<file path="src/rtl/ram_arbiter.sv">
// rtl/ram_arbiter.sv - two-requester round-robin arbiter/sequencer for a single-port registered-read RAM
// Define ARB_FIXED_PRIO_EN to make A win every tie (B may starve); default build is round-robin.
module ram_arbiter #(
    parameter int AW = 10,
    parameter int DW = 8
) (
    input  logic          clk,
    input  logic          rst_n,
    input  logic          a_req,
    input  logic          a_we,
    input  logic [AW-1:0] a_addr,
    input  logic [DW-1:0] a_wdata,
    output logic          a_gnt,
    output logic          a_ack,
    output logic [DW-1:0] a_rdata,
    input  logic          b_req,
    input  logic          b_we,
    input  logic [AW-1:0] b_addr,
    input  logic [DW-1:0] b_wdata,
    output logic          b_gnt,
    output logic          b_ack,
    output logic [DW-1:0] b_rdata,
    output logic          ram_cs,
    output logic          ram_rd,
    output logic          ram_wr,
    output logic [AW-1:0] ram_addr,
    output logic [DW-1:0] ram_wdata,
    input  logic [DW-1:0] ram_rdata
);

    typedef enum logic [1:0] {IDLE, ACCESS, CAPTURE} state_t;

    state_t        r_state;
    state_t        w_next_state;
    logic          r_sel_b;
    logic          r_we;
    logic          r_a_gnt;
    logic          r_b_gnt;
    logic          r_a_ack;
    logic          r_b_ack;
    logic [DW-1:0] r_a_rdata;
    logic [DW-1:0] r_b_rdata;
    logic          r_ram_cs;
    logic          r_ram_rd;
    logic          r_ram_wr;
    logic [AW-1:0] r_ram_addr;
    logic [DW-1:0] r_ram_wdata;
    logic          w_start;
    logic          w_pick_b;
    logic          w_we;
    logic [AW-1:0] w_addr;
    logic [DW-1:0] w_wdata;

    assign w_start = a_req | b_req;
    assign w_we    = w_pick_b ? b_we    : a_we;
    assign w_addr  = w_pick_b ? b_addr  : a_addr;
    assign w_wdata = w_pick_b ? b_wdata : a_wdata;

`ifdef ARB_FIXED_PRIO_EN
    assign w_pick_b = ~a_req;
`else
    // r_last_b resets to 1 so that A wins the first tie
    logic r_last_b;

    always_ff @(posedge clk or negedge rst_n) begin
        if (!rst_n) begin
            r_last_b <= 1'b1;
        end else if (r_state == IDLE && w_start) begin
            r_last_b <= w_pick_b;
        end
    end

    assign w_pick_b = b_req & (~a_req | ~r_last_b);
`endif

    always_ff @(posedge clk or negedge rst_n) begin
        if (!rst_n) begin
            r_state <= IDLE;
        end else begin
            r_state <= w_next_state;
        end
    end

    always_comb begin
        w_next_state = r_state;
        case (r_state)
            IDLE:    if (w_start) w_next_state = ACCESS;
            ACCESS:  w_next_state = r_we ? IDLE : CAPTURE;
            CAPTURE: w_next_state = IDLE;
            default: w_next_state = IDLE;
        endcase
    end

    // Strobes are armed at the grant edge so that they are high exactly during ACCESS
    always_ff @(posedge clk or negedge rst_n) begin
        if (!rst_n) begin
            r_sel_b     <= 1'b0;
            r_we        <= 1'b0;
            r_a_gnt     <= 1'b0;
            r_b_gnt     <= 1'b0;
            r_a_ack     <= 1'b0;
            r_b_ack     <= 1'b0;
            r_a_rdata   <= '0;
            r_b_rdata   <= '0;
            r_ram_cs    <= 1'b0;
            r_ram_rd    <= 1'b0;
            r_ram_wr    <= 1'b0;
            r_ram_addr  <= '0;
            r_ram_wdata <= '0;
        end else begin
            r_a_gnt  <= 1'b0;
            r_b_gnt  <= 1'b0;
            r_a_ack  <= 1'b0;
            r_b_ack  <= 1'b0;
            r_ram_cs <= 1'b0;
            r_ram_rd <= 1'b0;
            r_ram_wr <= 1'b0;
            case (r_state)
                IDLE: begin
                    if (w_start) begin
                        r_sel_b     <= w_pick_b;
                        r_we        <= w_we;
                        r_ram_addr  <= w_addr;
                        r_ram_wdata <= w_wdata;
                        r_a_gnt     <= ~w_pick_b;
                        r_b_gnt     <= w_pick_b;
                        r_ram_cs    <= 1'b1;
                        r_ram_wr    <= w_we;
                        r_ram_rd    <= ~w_we;
                    end
                end
                ACCESS: begin
                    if (r_we) begin
                        r_a_ack <= ~r_sel_b;
                        r_b_ack <= r_sel_b;
                    end
                end
                CAPTURE: begin
                    r_a_ack <= ~r_sel_b;
                    r_b_ack <= r_sel_b;
                    if (r_sel_b) begin
                        r_b_rdata <= ram_rdata;
                    end else begin
                        r_a_rdata <= ram_rdata;
                    end
                end
                default: ;
            endcase
        end
    end

    assign a_gnt     = r_a_gnt;
    assign b_gnt     = r_b_gnt;
    assign a_ack     = r_a_ack;
    assign b_ack     = r_b_ack;
    assign a_rdata   = r_a_rdata;
    assign b_rdata   = r_b_rdata;
    assign ram_cs    = r_ram_cs;
    assign ram_rd    = r_ram_rd;
    assign ram_wr    = r_ram_wr;
    assign ram_addr  = r_ram_addr;
    assign ram_wdata = r_ram_wdata;

endmodule
</file>
<file path="config.mk">
export PLATFORM = sky130hd
export DESIGN_NAME = ram_arbiter
export DESIGN_NICKNAME = d
export VERILOG_FILES = /design/src/rtl/ram_arbiter.sv
export SDC_FILE = /design/constraint.sdc
export NUM_CORES = 1
export LEC_CHECK = 0
export ABC_AREA = 0
export CAP_MARGIN = 20
export CORE_MARGIN = 2
export CORE_UTILIZATION = 35
export DETAILED_ROUTE_END_ITERATION = 8
export GPL_TIMING_DRIVEN = 0
export PLACE_DENSITY = 0.71
export SYNTH_ARGS = -nofsm -noshare
export SYNTH_HDL_FRONTEND = slang
export SYNTH_SLANG_ARGS = --single-unit
export TNS_END_PERCENT = 10
</file>
<file path="constraint.sdc">
create_clock -name clk -period 1.8 [get_ports clk]
set_input_delay 0.36 -clock clk [delete_from_list [all_inputs] [get_ports clk]]
set_output_delay 0.36 -clock clk [all_outputs]
set_load 0.02 [all_outputs]
</file>
**Yosys cells after proc, flatten, opt, wreduce, memory -nomap -nowiden**

Index checks and enable logic that the tools add are counted.
Widths: inputs -> output; s select.

- Reductions and logical operators: 5
- Bitwise gates (word level): 8
- Eq/ne operators: 3
- Mux-type cells: 20

Operator list:

| cell | count |
|---|---|
| $mux 1 | 13 |
| $mux 10 | 1 |
| $mux 8 | 1 |
| $reduce_and 2->1 | 3 |
| $not 1->1 | 5 |
| $mux 2 | 2 |
| $pmux 1 s2 | 2 |
| $pmux 2 s2 | 1 |
| $eq 2x1->1 const B | 1 |
| $eq 2x2->1 const B | 1 |
| $logic_not 2->1 | 1 |
| $ne 2x2->1 const B | 1 |
| $or 1x1->1 | 2 |
| $and 1x1->1 | 1 |
| $logic_and 1x1->1 | 1 |

- Word-level logic and storage cells: 51
- Output and inout bits: 41
- Flip-flop bits (word level): 46
- Input port bits: 50

**Longest topological paths before layout**

- Depth in word-level cells: 7
- Gate-level depth with buffers: 7
- Gate-level depth less buffers: 6

**Least setup slack after synthesis**

Ideal clock, no wire load.

- Path kind: flip-flop to flip-flop
- From: register r_state[0]
- To: register r_a_rdata[0], in the netlist a_rdata[0]
- Data required time: 1675 ps
- Setup time: 125 ps
- Stages on the path, launching flop included: 6
- Buffers on the path: 1
- Clock period less this slack: 1364 ps
- Path slack: 436 ps
- Arrival time: 1239 ps
- Cells stage by stage: dfrtp_1 inv_1 ha_1 nor2b_1 buf_2 mux2_2

- Word-level cells in the longest chain between the ends: 2

Ends and longest elaborated chain:

| what | RTL line | source |
|---|---|---|
| from (decl) | 33 | `state_t r_state;` |
| from (signal assigned) | 80 | `r_state <= w_next_state;` |
| $eq 2x2->1 | 118 | `case (r_state)` |
| $reduce_and 2->1 (no source line) | - |  |
| to (signal assigned) | 144 | `r_a_rdata <= ram_rdata;` |
| to (decl) | 41 | `logic [DW-1:0] r_a_rdata;` |

No other way between the ends.
A chain may end at the register's enable or synchronous reset.

**Worst setup path in the final report**

- From: register r_ram_addr[1], in the netlist ram_addr[1]
- To: output ram_addr[1]

RTL lines:

| what | RTL line | source |
|---|---|---|
| from (decl) | 46 | `logic [AW-1:0] r_ram_addr;` |
| from (signal assigned) | 123 | `r_ram_addr <= w_addr;` |
| to (decl) | 26 | `output logic [AW-1:0] ram_addr,` |

No word-level cell between the ends.

==> flow_metrics.tcl <==
set metrics [dict create \
    tns_ns 0 \
    synth_warnings 0 \
    insertion_delay_ns 0.29 \
    via_per_inst 4.613 \
    fmax_mhz 609.4 \
    syn_area_um2 1891 \
    grt.total_usage 0.1591 \
    dp_cells 333 \
    hold_class "input port to asynchronous set/reset pin" \
    required_ns 1.44 \
    final_util 0.5827 \
    hold_buffers 0 \
    period_share 0.9117 \
    crit_arrival_ns 1.28 \
    ctsResizeCount 0 \
    power_switching_mw 1.999 \
    firstDrtPassIters 4 \
    gp_congestion 0.7072 \
    p_seq_frac 0.338 \
    crit_path_start_kind "flip-flop" \
    wire_per_inst_um 13.58 \
    critical_path.endpoint_type "primary output" \
    route.vias.total 1573 \
    root_buffer "clkbuf_8" \
    final_max_slew_viol_count 0 \
    htree_levels 2 \
    drc 0 \
    cts_buffers 5 \
    cp_slowest_cell "clkdlybuf4s50_1" \
    max_cap_viol_count 0 \
    grt_start_max_net_pins 25 \
    p_comb_frac 0.517 \
    die-width_um 77.50 \
    coreArea_um2 5172 \
    cts_sinks 46 \
    antenna_found_initial 0 \
    worstPathCellList "clkdlybuf4s50_1" \
    diodes 0 \
    fin_skew_ns 0.003716 \
    area_growth_syn_to_layout_pct 59.43 \
    status "finished, final reports clean" \
    drive_gt1_frac 0.1328 \
    internal-power_mw 3.326 \
    die_height_um 77.50 \
    initial_utilization 0.3655 \
    final_nets 323 \
    first_global_vias 1665 \
    finalNonFillerCells 341 \
    layout_common_cells "89 x clkdlybuf4s50_1, 45 x dfrtp_1, 39 x a21oi_1, 22 x nor2_1, 20 x nand2_1" \
    power.share.switching 0.3753 \
    r2r-start "r_state[0]" \
    synth-seq-area-share 0.6095 \
    p_leak_nw 1.311 \
    finalSetupViolCount 0 \
    portBuffers 90 \
    hold_viol_final 0 \
    grt_overflow 0 \
    routed_wirelength_mm 4.632 \
    timing.hold.ws_ns 0.05215 \
    clk_pin_slew_ns 0.09 \
    yosys_register_bits 46 \
    final_common_cell "clkdlybuf4s50_1" \
    peakVddDrop_uv 775.4 \
    cp_max_fo 2 \
    reg2reg_to "ram_addr[1]" \
    cts_tree "done" \
    grt_pass1_wl_mm 7.555 \
    ff2ff_setup_slack_ns 0.29 \
    powerDensity_nw_per_um2 1767 \
    dp_hpwl_mm 3.514 \
    clockBufferDepth 2 \
    num_rows 26 \
    syn_nets 225 \
    crit_buf_inv 1 \
    syn-instance-count 172 \
    period_minus_slack_ns 1.641 \
    synth.distinct_cells 22 \
    ant_nets 0 \
    postCtsSetupRepairBufs 0 \
    avgSynthCellArea_um2 10.99 \
    die-area_um2 6005 \
    critical_path_class "flip-flop to primary output" \
    rsz0062_at_grt "no" \
    slew_headroom 0.6168 \
    finalPower_mw 5.325 \
    worst_pin_slew_ns 0.5748 \
    r2r_cells 7 \
    design.portCount 91 \
    crit_path_max_incr_delay_ns 0.61 \
    drtIter0Drc 55 \
    p_clk_frac 0.144 \
    crit_family "buffers and inverters" \
]
[power by group through the flow]
stage               logic (mW)  registers [mW]  clock network (mW)
floorplan                0.930            2.37                   0
global placement          2.74            1.80                   0
detailed placement        2.78            1.83                   0
CTS                       2.80            1.81               0.799
global route              2.96            1.87               0.848
finish                    2.75            1.80               0.769
[logic make-up (layout without fill, tap and decap cells)]
family          after synthesis  after routing  synth area share
flops                        46             46            0.6095
buf+inv                      12            111           0.03309
simple gates                 48             48            0.1052
mux                          18             18            0.1059
fa+ha+maj                     3              3           0.01986
compound gates               45             45            0.1264
[cell type report]
type	instances	area, µm²
Fill cell	456	2158
Buffer	9	51.30
Sequential cell	46	1152
Tap cell	70	87.58
Clock inverter	3	43.79
Clock buffer	5	68.82
Inverter	3	11.26
Multi-Input combinational cell	114	675.6
Timing Repair Buffer	91	923.4
[cell usage after synthesis]
cell type	number	area, µm²
nor3b_1	1	7.510
dfstp_2	1	26.28
nor2b_1	1	6.260
a31oi_1	1	6.260
nor2_1	22	82.58
ha_1	3	37.54
a21bo_1	1	10.01
a21boi_0	1	7.510
buf_6	1	11.26
mux2i_1	2	20.02
o21ai_1	1	5.000
and2_1	2	12.51
and3b_1	1	8.760
dfrtp_1	45	1126
nand2b_1	1	6.260
buf_2	8	40.04
nand2_1	20	75.07
a21o_1	1	7.510
a21boi_1	1	7.510
mux2_2	16	180.2
inv_1	3	11.26
a21oi_1	39	195.2
[worst max path at each step]
stage                 from  cells past startpoint  slack, ns          end
5_1_grt        ram_addr[8]                      1       0.11  ram_addr[8]
3_5_place_dp         b_req                      5      -0.02       ram_rd
2_1_floorplan   r_state[0]                      5       0.44   a_rdata[0]
4_1_cts        ram_addr[8]                      1       0.13  ram_addr[8]
3_3_place_gp         rst_n                      1      -0.94  ram_addr[2]
6_report       ram_addr[1]                      1       0.16  ram_addr[1]
[routing by layer]
| layer | routed length [µm] | GRT usage | vias up | part of all wire |
|---|---|---|---|---|
| li1 | - | - | 779 | - |
| met1 | 2009 | 0.1866 | 721 | 0.43 |
| met2 | 2131 | 0.2696 | 68 | 0.46 |
| met3 | 450 | 0.07209 | 5 | 0.097 |
| met4 | 41 | 0.03214 | 0 | 0.0089 |
| met5 | 0 | 0 | - | 0 |
[stage by stage]
stage / setup WS, ns / area [µm²]
final: 0.1589 / 3014
after global routing: 0.1076 / 3014
after CTS: 0.1258 / 3014
after detailed placement: -0.02129 / 2902
after global placement: -0.9388 / 2879
after floorplan: 0.4357 / 1891
[flip-flops by register name (all words and copies together), names as in the netlist]
register / count
ram_addr: 10
ram_cs: 1
r_sel_b: 1
r_we: 1
a_gnt: 1
b_gnt: 1
a_ack: 1
ram_rd: 1
b_rdata: 8
ram_wr: 1
ram_wdata: 8
r_last_b: 1
r_state: 2
b_ack: 1
a_rdata: 8
Power figures use the tool's default switching activity.
==> RTL change 1, RTL diff (config.mk and constraints unchanged) <==
Reset style: synchronous (`rst_n`), changed in 3 clocked blocks.
--- a/src/rtl/ram_arbiter.sv
+++ b/src/rtl/ram_arbiter.sv
@@ -63,5 +63,5 @@
     logic r_last_b;
 
-    always_ff @(posedge clk or negedge rst_n) begin
+    always_ff @(posedge clk) begin
         if (!rst_n) begin
             r_last_b <= 1'b1;
@@ -74,5 +74,5 @@
 `endif
 
-    always_ff @(posedge clk or negedge rst_n) begin
+    always_ff @(posedge clk) begin
         if (!rst_n) begin
             r_state <= IDLE;
@@ -93,5 +93,5 @@
 
     // Strobes are armed at the grant edge so that they are high exactly during ACCESS
-    always_ff @(posedge clk or negedge rst_n) begin
+    always_ff @(posedge clk) begin
         if (!rst_n) begin
             r_sel_b     <= 1'b0;
Formal check against the unedited RTL: differs if rst_n is asserted again (counterexample within 4 cycles, from zero or initial values and one cycle with rst_n low); with rst_n held inactive, the same outputs for 10 cycles.
==> RTL change 1 against the original RTL <==
- routed wire length grew 3.0%
- cell area shrank 3.2%
- via count grew 13%
- core utilization shrank 0.43 points
- die area shrank 3.7%
- first-iteration DRC count shrank 11%
- sequential cell count is the same
- area after synthesis shrank 3.9%
- register-to-register slack lost 20 ps
- worst setup slack gained 25 ps
- maximum frequency grew 1.6%
- count of clock-buffer cells in the layout grew 3
Power is not compared: it rests on default switching activity, and its combinational part moved more than twofold at a synthesized area within 25%.
==> RTL change 1: results (changes against the original RTL) <==
PLACED DESIGN
--------------------------------------------------------------------------------------
Placed insts ............................................................          369   was 333
Routability cong. .......................................................        0.752   was 0.707
Post-detailed-placement cell area .......................................    2810 um^2   was 2900 um^2
Detailed placement HPWL .................................................      3.52 mm   was 3.51 mm

GLOBAL ROUTE
--------------------------------------------------------------------------------------
M1 GR Usage .............................................................        19.2%   was 18.7%
Overall track demand over capacity in global routing ....................        16.5%   was 15.9%
Via count of the first global-routing pass ..............................         1687   was 1665

SYNTH
--------------------------------------------------------------------------------------
Top cells by area, synth ................................................ dfxtp_1, a21oi_1, nand2_1   was dfrtp_1, a21oi_1, mux2_2
Cell taking the most area after synthesis ...............................      dfxtp_1   was dfrtp_1
Number of distinct standard cells referenced by the synthesized netlist .           24   was 22
Synthesized area per cell ...............................................    8.69 um^2   was 11.0 um^2
Syn nets ................................................................          262   was 225

POWER
--------------------------------------------------------------------------------------
Post-route total power ..................................................      2.49 mW

STA
--------------------------------------------------------------------------------------
Slew at the pin closest to its max-slew limit ...........................       466 ps   was 575 ps
Final critical path time including I/O delays and setup .................      1620 ps   was 1640 ps
Hold slack final ........................................................       465 ps   was 52.1 ps

FINISH
--------------------------------------------------------------------------------------
Non-filler cells in the finished layout .................................          377   was 341
Net count, final ........................................................          359   was 323
Fraction of final layout cells with drive strength greater than 1 .......        6.51%   was 13.3%

DRT
--------------------------------------------------------------------------------------
Met3 layer wire length in the routed design .............................       386 um   was 450 um
Starting DRC count in detailed routing ..................................           49   was 55
Metal-1 WL ..............................................................      2.10 mm   was 2.01 mm

STATUS
--------------------------------------------------------------------------------------
Result of the run ....................................................... finished, final reports clean   unchanged

WORST HOLD PATH
--------------------------------------------------------------------------------------
Hold WC Path Type ....................................................... flip-flop to flip-flop   was input port to async pin

WORST SETUP PATH
--------------------------------------------------------------------------------------
Minimum setup slack among reg-to-reg paths ..............................       270 ps   was 290 ps

[RTL change 1: cell count changes after synthesis, moves of 3 or more]
cell,before,now
nand3_1,0,9
nand2_1,20,30
dfxtp_1,0,46
nor2b_1,1,9
clkbuf_1,0,6
buf_4,0,3
dfrtp_1,45,0
nor2_1,22,4
a21boi_0,1,9
mux2_2,16,0
mux2i_1,2,9
o21ai_0,0,20
[RTL change 1: cells by family after synthesis]
logic type / after synthesis / synth area share (%)
muxes: 9 / 4.96
and+or+nand+nor: 57 / 14.3
AOI/OAI and AO/OA: 75 / 23.0
DFF: 46 / 50.7
buffers and inverters: 19 / 4.96
adders and majority gates: 3 / 2.07
[RTL change 1: layout make-up]
type / instances / area, um^2
well taps: 70 / 87.6
flip-flops and latches: 46 / 921
clock buffers: 8 / 110
plain buffers: 15 / 76.3
fillers: 473 / 2130
multi-input cells: 144 / 806
repair buffers: 90 / 901
inverters: 4 / 15.0
==> RTL change 2, RTL diff (same settings) <==
Without the edit above. Build with the macro `ARB_FIXED_PRIO_EN` defined.
--- a/src/rtl/ram_arbiter.sv
+++ b/src/rtl/ram_arbiter.sv
@@ -1,4 +1,6 @@
 // rtl/ram_arbiter.sv - two-requester round-robin arbiter/sequencer for a single-port registered-read RAM
 // Define ARB_FIXED_PRIO_EN to make A win every tie (B may starve); default build is round-robin.
+`define ARB_FIXED_PRIO_EN
+
 module ram_arbiter #(
     parameter int AW = 10,
Behaviour: not the same (a bounded check fails within 4 cycles, from zero or initial values and one cycle with rst_n low).
==> RTL change 2 against the original RTL <==
- cell area stayed put
- global-route usage grew 1.8 points
- via count grew 4.3%
- routed wire length up 11%
- area after synthesis up 1.8%
- worst setup slack worse by 47 ps
- total power down 2.5%
- sequential cell count is 1 lower
- register-to-register slack worse by 60 ps
- clock skew rose by 6.3 ps
==> RTL change 2: results (changes against the original RTL) <==
POWER
--------------------------------------------------------------------------------------
Leakage .................................................................      1.23 nW   was 1.31 nW
Sw Ratio ................................................................        39.1%   was 37.5%
Peak supply drop ........................................................     0.768 mV   was 0.775 mV

SYNTH
--------------------------------------------------------------------------------------
Synthesized area per cell ...............................................    12.2 um^2   was 11.0 um^2
Syn nets ................................................................          211   was 225
Area share of the largest cell type after synthesis .....................        58.5%   was 59.6%
Commonest cells in the synthesized netlist .............................. dfrtp_1, nor2_1, o22ai_1, o32ai_1, mux2_2   was dfrtp_1, a21oi_1, nor2_1
Part of the Yosys area used for sequential elements .....................        58.5%   was 61.0%
Number of distinct standard cells referenced by the synthesized netlist .           24   was 22
Top cells by area, synth ................................................ dfrtp_1, mux2_2, o32ai_1   was dfrtp_1, a21oi_1, mux2_2

WORST SETUP PATH
--------------------------------------------------------------------------------------
Highest cell delay on the worst timing path .............................       640 ps   was 610 ps
Arrival time worst endpoint .............................................      1330 ps   was 1280 ps

FINISH
--------------------------------------------------------------------------------------
Non-clock buffer share of cell area .....................................        33.2%   was 32.3%
Buffers, non-clock ......................................................          103   was 100
Non-filler cells in the finished layout .................................          327   was 341
Area of the multi-input gates ...........................................     703 um^2   was 676 um^2
Clock network area share ................................................        2.86%   was 3.74%
Net count, final ........................................................          309   was 323

DRT
--------------------------------------------------------------------------------------
Metal-1 WL ..............................................................      2.26 mm   was 2.01 mm
Starting DRC count in detailed routing ..................................          112   was 55

STATUS
--------------------------------------------------------------------------------------
Result of the run ....................................................... finished, final reports clean   unchanged

STA
--------------------------------------------------------------------------------------
Period utilization ......................................................        93.8%   was 91.2%

GLOBAL ROUTE
--------------------------------------------------------------------------------------
M1 GR Usage .............................................................        23.2%   was 18.7%
Global routing usage on met3 ............................................        3.22%   was 7.21%
Via count of the first global-routing pass ..............................         1570   was 1665

CLOCKING
--------------------------------------------------------------------------------------
CTS Hold Buffers Added ..................................................            1   was 0
CTS Sinks ...............................................................           45   was 46

PLACED DESIGN
--------------------------------------------------------------------------------------
Routability cong. .......................................................        0.844   was 0.707
Port buffer count .......................................................           89   was 90

==> RTL change 2: cell types whose count changed in the layout (fill, tap and decap cells not counted), moves of 2 or more <==
cell / unedited run / this run
a21oi_1: 39 / 3
o22ai_1: 0 / 18
o32ai_1: 0 / 18
nand2_1: 20 / 5
buf_4: 0 / 2
buf_6: 1 / 3
==> RTL change 2: logic make-up after synthesis <==
logic type	share of synthesized area (%)
fa+ha+maj	1.95
simple gates	8.58
compound gates	16.1
buf+inv	4.94
flops	58.5
mux	9.88
==> RTL change 2: worst paths after layout <==
path                       cells past startpoint  slack, ps                  endpoint
hold reg to reg                                1        510    a_rdata[5]$_DFFE_PN0P_
hold / removal                                 2        280          ram_rd$_DFF_PN0_
setup reg to reg                               7        230   ram_addr[3]$_DFFE_PN0P_
min in group asynchronous                      2        520  ram_wdata[5]$_DFFE_PN0P_
max in group asynchronous                      3        780    b_rdata[6]$_DFFE_PN0P_
setup / recovery                               1        110              ram_wdata[4]
